## src/rtl/data_mem_ctrl.sv

```systemverilog
// Multi-cycle data-memory controller for the MEM stage: accepts one load or store,
// holds the pipeline for LATENCY cycles, then pulses done for one cycle.
module data_mem_ctrl #(
    parameter int unsigned LATENCY = 4,
    parameter int unsigned AW      = 8
) (
    input  logic        clk,
    input  logic        rst,
    input  logic        MemRead,
    input  logic        MemWrite,
    input  logic [15:0] addr,
    input  logic [15:0] wdata,
    output logic [15:0] rdata,
    output logic        stall,
    output logic        done,
    output logic        err
);

    localparam int unsigned DEPTH = 1 << AW;

    if (LATENCY < 2 || LATENCY > 15) begin : g_bad_latency
        $error("data_mem_ctrl: LATENCY must lie in 2..15");
    end

    typedef enum logic [1:0] {
        IDLE = 2'd0,
        BUSY = 2'd1,
        DONE = 2'd2
    } state_t;

    state_t         state;
    logic [3:0]     cnt;
    logic           op_wr;
    logic [AW-1:0]  idx;
    logic [15:0]    mem [0:DEPTH-1];

    logic one_req;
    logic both_req;
    logic commit;

    assign one_req  = MemRead ^ MemWrite;
    assign both_req = MemRead & MemWrite;
    assign commit   = (state == BUSY) && (cnt == 4'd0);

    assign stall = (state == BUSY) || ((state == IDLE) && one_req);

    always_ff @(posedge clk or posedge rst) begin
        if (rst) begin
            state <= IDLE;
            cnt   <= 4'd0;
            rdata <= 16'h0000;
            done  <= 1'b0;
            err   <= 1'b0;
        end else begin
            done <= 1'b0;
            err  <= 1'b0;
            case (state)
                IDLE: begin
                    if (one_req) begin
                        cnt   <= 4'(LATENCY - 2);
                        state <= BUSY;
                    end else if (both_req) begin
                        err <= 1'b1;
                    end
                end
                BUSY: begin
                    if (cnt != 4'd0) begin
                        cnt <= cnt - 4'd1;
                    end else begin
                        if (!op_wr) begin
                            rdata <= mem[idx];
                        end
                        done  <= 1'b1;
                        state <= DONE;
                    end
                end
                DONE: begin
                    // Requests still asserted here are ignored; re-acceptance waits for IDLE.
                    state <= IDLE;
                end
                default: begin
                    state <= IDLE;
                end
            endcase
        end
    end

    // Op type and word index are captured at acceptance only; later bus changes are ignored.
    always_ff @(posedge clk) begin
        if ((state == IDLE) && one_req && !rst) begin
            op_wr <= MemWrite;
            idx   <= addr[AW:1];
        end
    end

    // Storage is deliberately not reset; a reset during BUSY leaves state IDLE so no commit occurs.
    always_ff @(posedge clk) begin
        if (commit && op_wr) begin
            mem[idx] <= wdata;
        end
    end

    property p_req_stable;
        @(posedge clk) disable iff (rst)
            (state == BUSY) |-> ($stable(addr) && $stable(wdata) &&
                                 $stable(MemRead) && $stable(MemWrite));
    endproperty

    a_req_stable: assert property (p_req_stable)
        else $warning("data_mem_ctrl: requester changed request inputs while stalled");

endmodule

```

## config.mk

```make
export PLATFORM = sky130hd
export DESIGN_NAME = data_mem_ctrl
export DESIGN_NICKNAME = d
export VERILOG_FILES = /design/src/rtl/data_mem_ctrl.sv
export SDC_FILE = /design/constraint.sdc
export NUM_CORES = 2
export LEC_CHECK = 0
export CORE_MARGIN = 10
export CORE_UTILIZATION = 35
export CTS_CLUSTER_SIZE = 8
export DETAILED_ROUTE_END_ITERATION = 6
export SETUP_SLACK_MARGIN = 0.05
export SYNTH_ARGS = -nofsm -noshare
export SYNTH_HDL_FRONTEND = slang
export SYNTH_SLANG_ARGS = --single-unit
```

## constraint.sdc

```tcl
create_clock -name clk -period 3.7 [get_ports clk]
set_clock_uncertainty 0.1 [all_clocks]
set_input_delay 0.555 -clock clk [delete_from_list [all_inputs] [get_ports clk]]
set_output_delay 0.555 -clock clk [all_outputs]
set_load 0.01 [all_outputs]
```

# After elaboration in Yosys (flattened, before gate mapping)

Memory sizes are Yosys's and may differ from the RTL's. A register that Yosys moved wholly into a read port is not among the register bits.
Cells that the tools add are included.

Output and inout port bits: 19
Memory bits (writable): 4096
Register bits after elaboration: 17
Memories: 1

Memories:

| name | words | bits a word | read ports | clocked after Yosys merged registers in | write ports | RTL line | text |
|---|---|---|---|---|---|---|---|
| mem  | 256   | 16          | 1          | 1                                       | 1           | 35       | `logic [15:0] mem [0:DEPTH-1];` |

Multiplexer cells: 13
Bitwise logic cells: 4
Reductions and logical operators: 13
$add $sub $neg: 1
Equal/unequal tests: 4

Operators with widths:

| operator                                                               | count |
|---|---|
| 4-bit two-way mux                                                      | 2 |
| 4-bit one-hot mux with 2 select lines                                  | 1 |
| 1-bit two-way mux                                                      | 7 |
| 3-bit AND reduction                                                    | 2 |
| 1-bit logical AND                                                      | 4 |
| 4-bit logical NOT                                                      | 1 |
| 2-bit two-way mux                                                      | 2 |
| 2-bit != test (second input constant)                                  | 2 |
| 2-bit one-hot mux with 2 select lines                                  | 1 |
| 4-bit nonzero test                                                     | 1 |
| 4-bit by 1-bit subtractor with 4-bit output (second input constant)    | 1 |
| 2-bit by 1-bit equality test with 1-bit output (second input constant) | 1 |
| 2-bit logical NOT                                                      | 1 |
| 2-bit by 1-bit != test with 1-bit output (second input constant)       | 1 |
| 1-bit NOT                                                              | 2 |
| 2-bit AND reduction                                                    | 1 |
| 2-bit nonzero test                                                     | 1 |
| 1-bit bitwise AND                                                      | 1 |
| 1-bit logical NOT                                                      | 1 |
| 1-bit logical OR                                                       | 1 |
| 1-bit XOR                                                              | 1 |

# Depth between registers and ports, before layout

Depth in word-level cells: 5
Depth in mapped cells: 13
Mapped depth without buffers: 9

# Least setup slack after synthesis

No wires, ideal clock.

Path type: register to register
Start point: register idx[1]
End point: memory mem[117][0], enable pin
Cell stages (with the launch flop): 12
Slack: 0.221 ns
Data arrival time: 2.991 ns
Setup time: 0.388 ns
Path buffers: 8
Cell sequence: edfxtp_1 -> buf_2 -> buf_4 -> buf_2 -> buf_2 -> buf_4 -> buf_2 -> buf_2 -> nor3_1 -> nand2_1 -> clkbuf_1 -> nor2_1

RTL lines:

| element                  | RTL line | text |
|---|---|---|
| start: declaration       | 34       | `logic [AW-1:0] idx;` |
| start signal: assignment | 92       | `idx <= addr[AW:1];` |
| end: declaration         | 35       |  |

No word-level cell before the write port.

==> flow_summary_export.csv <==
group,metric,value,unit
clocking,clk_pin_slew,0.05,ns
worst_setup_path,cp-start-kind,"flop",
clocking,clk_latency,1.02,ns
placed_design,dpl.hpwl,300000,um
worst_setup_path,critPathMaxFanout,27,
worst_setup_path,critical_path.top_delay_family,"simple AND/OR/NAND/NOR gates",
worst_setup_path,critical_path_buf_inv_count,4,
timing,max_slew_margin,9.97,%
worst_setup_path,crit_chain,"buf_12 > buf_16 > buf_4 > mux4_2 > o22ai_1 > nor4_4 > buf_4 > o22ai_1 > nor3_2 > o32a_1",
route,via_per_inst,5.69,
worst_setup_path,worst_path_largest_cell_delay,0.68,ns
synthesis,synthMuxAreaShare,15.7,%
synthesis,ys_ff_latch,4129,
synthesis,synth_async_sr_flop_share,0.581,%
cells_and_area,n_fill_cell,38200,
timing,worst_pin_slew,1.35,ns
pwr,ir_drop,0.587,mV
cells_and_area,drive_gt1_share,32.9,%
min_path,hp-class,"input pin to flop",
placed_design,io_buffers,46,
timing,drv_slew,0,
timing,fmax,275,MHz
synthesis,syn_inst,7076,
cells_and_area,nets,8284,
clocking,numCtsBuffers,589,
placed_design,place_ws,-0.569,ns
pwr,powerDensity,572,nW/um2
timing,fin_crit_sh,98.4,%
synthesis,synth_edf_count,4105,
synthesis,synth-xor-area-share,0.0111,%
clocking,root_buffer,"clkbuf_16",
global_routing,use_met3,4.95,%
timing,timing.final.ws_setup,0.0585,ns
die,die_y,692,um
route,totalWireLength,467000,um
synthesis,synth_top_family_by_area,"multiplexers",
worst_setup_path,cpMaxStageDelayCell,"nor3_2",
die,initial_core_util,35.2,%
synthesis,synth_top_cell_area_share,78.0,%
global_routing,grt-ovfl-total,0,
job,drv_cap,0,
synthesis,synth_seq_area_share,78.4,%
timing,setup-tns-final,0,ns
synthesis,synth_compound_area_share,2.45,%
die,die_area,479000,um2
synthesis,synth_cell_types,64,
synthesis,yosys.area_share.simple,2.01,%
cells_and_area,syn2layout_area_growth,20.7,%
worst_setup_path,cp-end-kind,"flop",
timing,post-route-min-period,3.64,ns
status,violations,"DRC",
route,vias,81500,
global_routing,grt_pass1_vias,82500,
route,wire_per_inst,32.6,um
global_routing,top_usage_layer,"met2",
synthesis,yosysWarningCount,0,
timing,rsz0062_at_grt,"no",
clocking,cts.sinks,4129,
synthesis,synth_area_leader_cell,"edfxtp_1",
synthesis,synth_area_leaders,"edfxtp_1 (78%), mux4_2 (14%), mux2i_1 (1.4%)",
global_routing,antenna_found_initial,29,
synthesis,synthFlopType,"edfxtp_1",
timing,setup_viol,0,
status,status,"finished with violations",
synthesis,synth_nets,7114,
die,coreArea,449000,um2
global_routing,grt_pass1_wl,653000,um
global_routing,use_met1,25.5,%
clocking,htree_levels,6,
pwr,power.leakage,60.5,nW
worst_setup_path,criticalPathCategory,"flop to flop",
global_routing,grt_max_degree,128,
timing,finalHoldViolCount,0,
clocking,clockBufferDepth,4,
synthesis,syn_area,158000,um2
route,route.detailed.drc,1,
clocking,cts_tree,"built",
route,drt_pass1_iterations,7,
route,ant_nets,0,
synthesis,synthAdderAreaFrac,0.0158,%
synthesis,syn-mean-instance-area,22.3,um2
die,rows,246,
worst_setup_path,required,4.60,ns
die,die_width,692,um
placed_design,gp_congestion,0.924,
global_routing,met2_usage,29.5,%
worst_setup_path,cp.arrival,4.54,ns
route,drt-initial-drc-count,11400,
die,pin_count,55,
global_routing,track_usage,19.0,%
[registers in the layout, indices dropped and copies added, names as in the netlist]
| register | flops |
|---|---|
| err | 1 |
| rdata | 16 |
| cnt | 4 |
| state | 2 |
| mem | 4096 |
| idx | 8 |
| op_wr | 1 |
| done | 1 |
[worst reg2reg max path, stage by stage, from the launching register on]
cell	delay, ns
edfxtp_1	0.48
buf_12	0.22
buf_16	0.30
buf_4	0.26
mux4_2	0.33
o22ai_1	0.15
nor4_4	0.57
buf_4	0.21
o22ai_1	0.08
nor3_2	0.68
o32a_1	0.24
[power breakdown]
| part | switching [W] | internal, W | total [W] |
|---|---|---|---|
| combinational | 0.00552 | 0.00358 | 0.00910 |
| clock | 0.0193 | 0.0286 | 0.0479 |
| sequential | 0.000435 | 0.0517 | 0.0521 |
[cell usage after synthesis (8+ instances only)]
cell type and n:
edfxtp_1 4105, mux4_2 996, nor2_1 327, mux2i_1 223, nand2_1 215, clkbuf_1 150, o22ai_1 126, buf_2 116
a22oi_1 80, buf_4 79, a21oi_1 71, o21ai_0 53, nand3_1 46, a32oi_1 45, nor3_1 44, buf_1 34
buf_6 28, o221ai_1 27, o22a_1 27, dfrtp_1 24, mux2_2 20, a221oi_1 19, nor2b_1 19, a31oi_1 18
nor4_1 18, a211oi_1 12, o211ai_1 10, a2111oi_0 8, a22o_1 8, a41oi_1 8, inv_1 8, nand2b_1 8
nand3b_1 8, or3_1 8
[cell usage in the layout, fill, tap and decap left out, types with 80 or more instances in the layout]
master | synthesis | layout
a22oi_1 | 80 | 80
o22ai_1 | 126 | 124
nand2_1 | 215 | 211
clkbuf_16 | 0 | 595
edfxtp_1 | 4105 | 4105
nor2_2 | 0 | 84
buf_4 | 79 | 670
buf_12 | 0 | 250
mux2i_1 | 223 | 221
nor2_1 | 327 | 237
mux4_2 | 996 | 996
[repair_timing]
item                                    4_1_cts  5_1_grt
resized for setup                            19       23
endpoints found under the hold margin       397        0
hold buffers                                 12        0
endpoints found under the setup margin      557      266
pin swaps                                     1        2
setup buffers                                 7        1
[logic make-up (layout without fill, tap and decap cells)]
logic type,Yosys count,after routing
xor+xnor,2,2
mux,1239,1239
other cells,0,8
simple gates,734,734
compound gates,552,552
buf+inv,418,1691
flops,4129,4129
fa+ha+maj,2,2
[area by class of cell]
class | instances | area (um2) | share of cell area [%]
antenna | 8 | 20.0 | 0.0105
inverter | 11 | 51.3 | 0.0269
tap | 5952 | 7450 | 3.90
timing repair buffer | 986 | 10800 | 5.66
sequential | 4129 | 124000 | 64.9
clock buffer | 636 | 15000 | 7.89
clock inverter | 58 | 1110 | 0.584
multi-input combinational | 2529 | 32400 | 17.0
[routing by layer]
layer	routed length [um]	part of all wire (%)
met2	217000	46
met4	20600	4.4
met1	179000	38
met3	50700	11
met5	37	0.0079
[stage by stage]
stage          area, um2  instances  total power [W]  hold slack, ns  util, %
5_1_grt           191000      14300            0.112          0.0425     42.4
4_1_cts           191000      14300            0.110          0.0133     42.4
6_report          191000      14300            0.109          0.0266     42.4
3_3_place_gp      174000      13600           0.0618           0.404     38.8
2_1_floorplan     158000       7076           0.0569           0.372        -
3_5_place_dp      174000      13600           0.0619           0.415     38.8
[worst paths after layout]
kind	startpoint	to	slack (ns)	cells after the start
max in group asynchronous	rst	rdata[15]	2.65	4
min reg2reg	cnt[0]	cnt[0]	0.42	1
min	wdata[11]	mem[101][11]	0.03	1
min in group asynchronous	rst	done	0.44	4
max reg2reg	idx[0]	rdata[7]	0.06	10
max	idx[0]	rdata[7]	0.06	10
(Power assumes the default switching activity.)
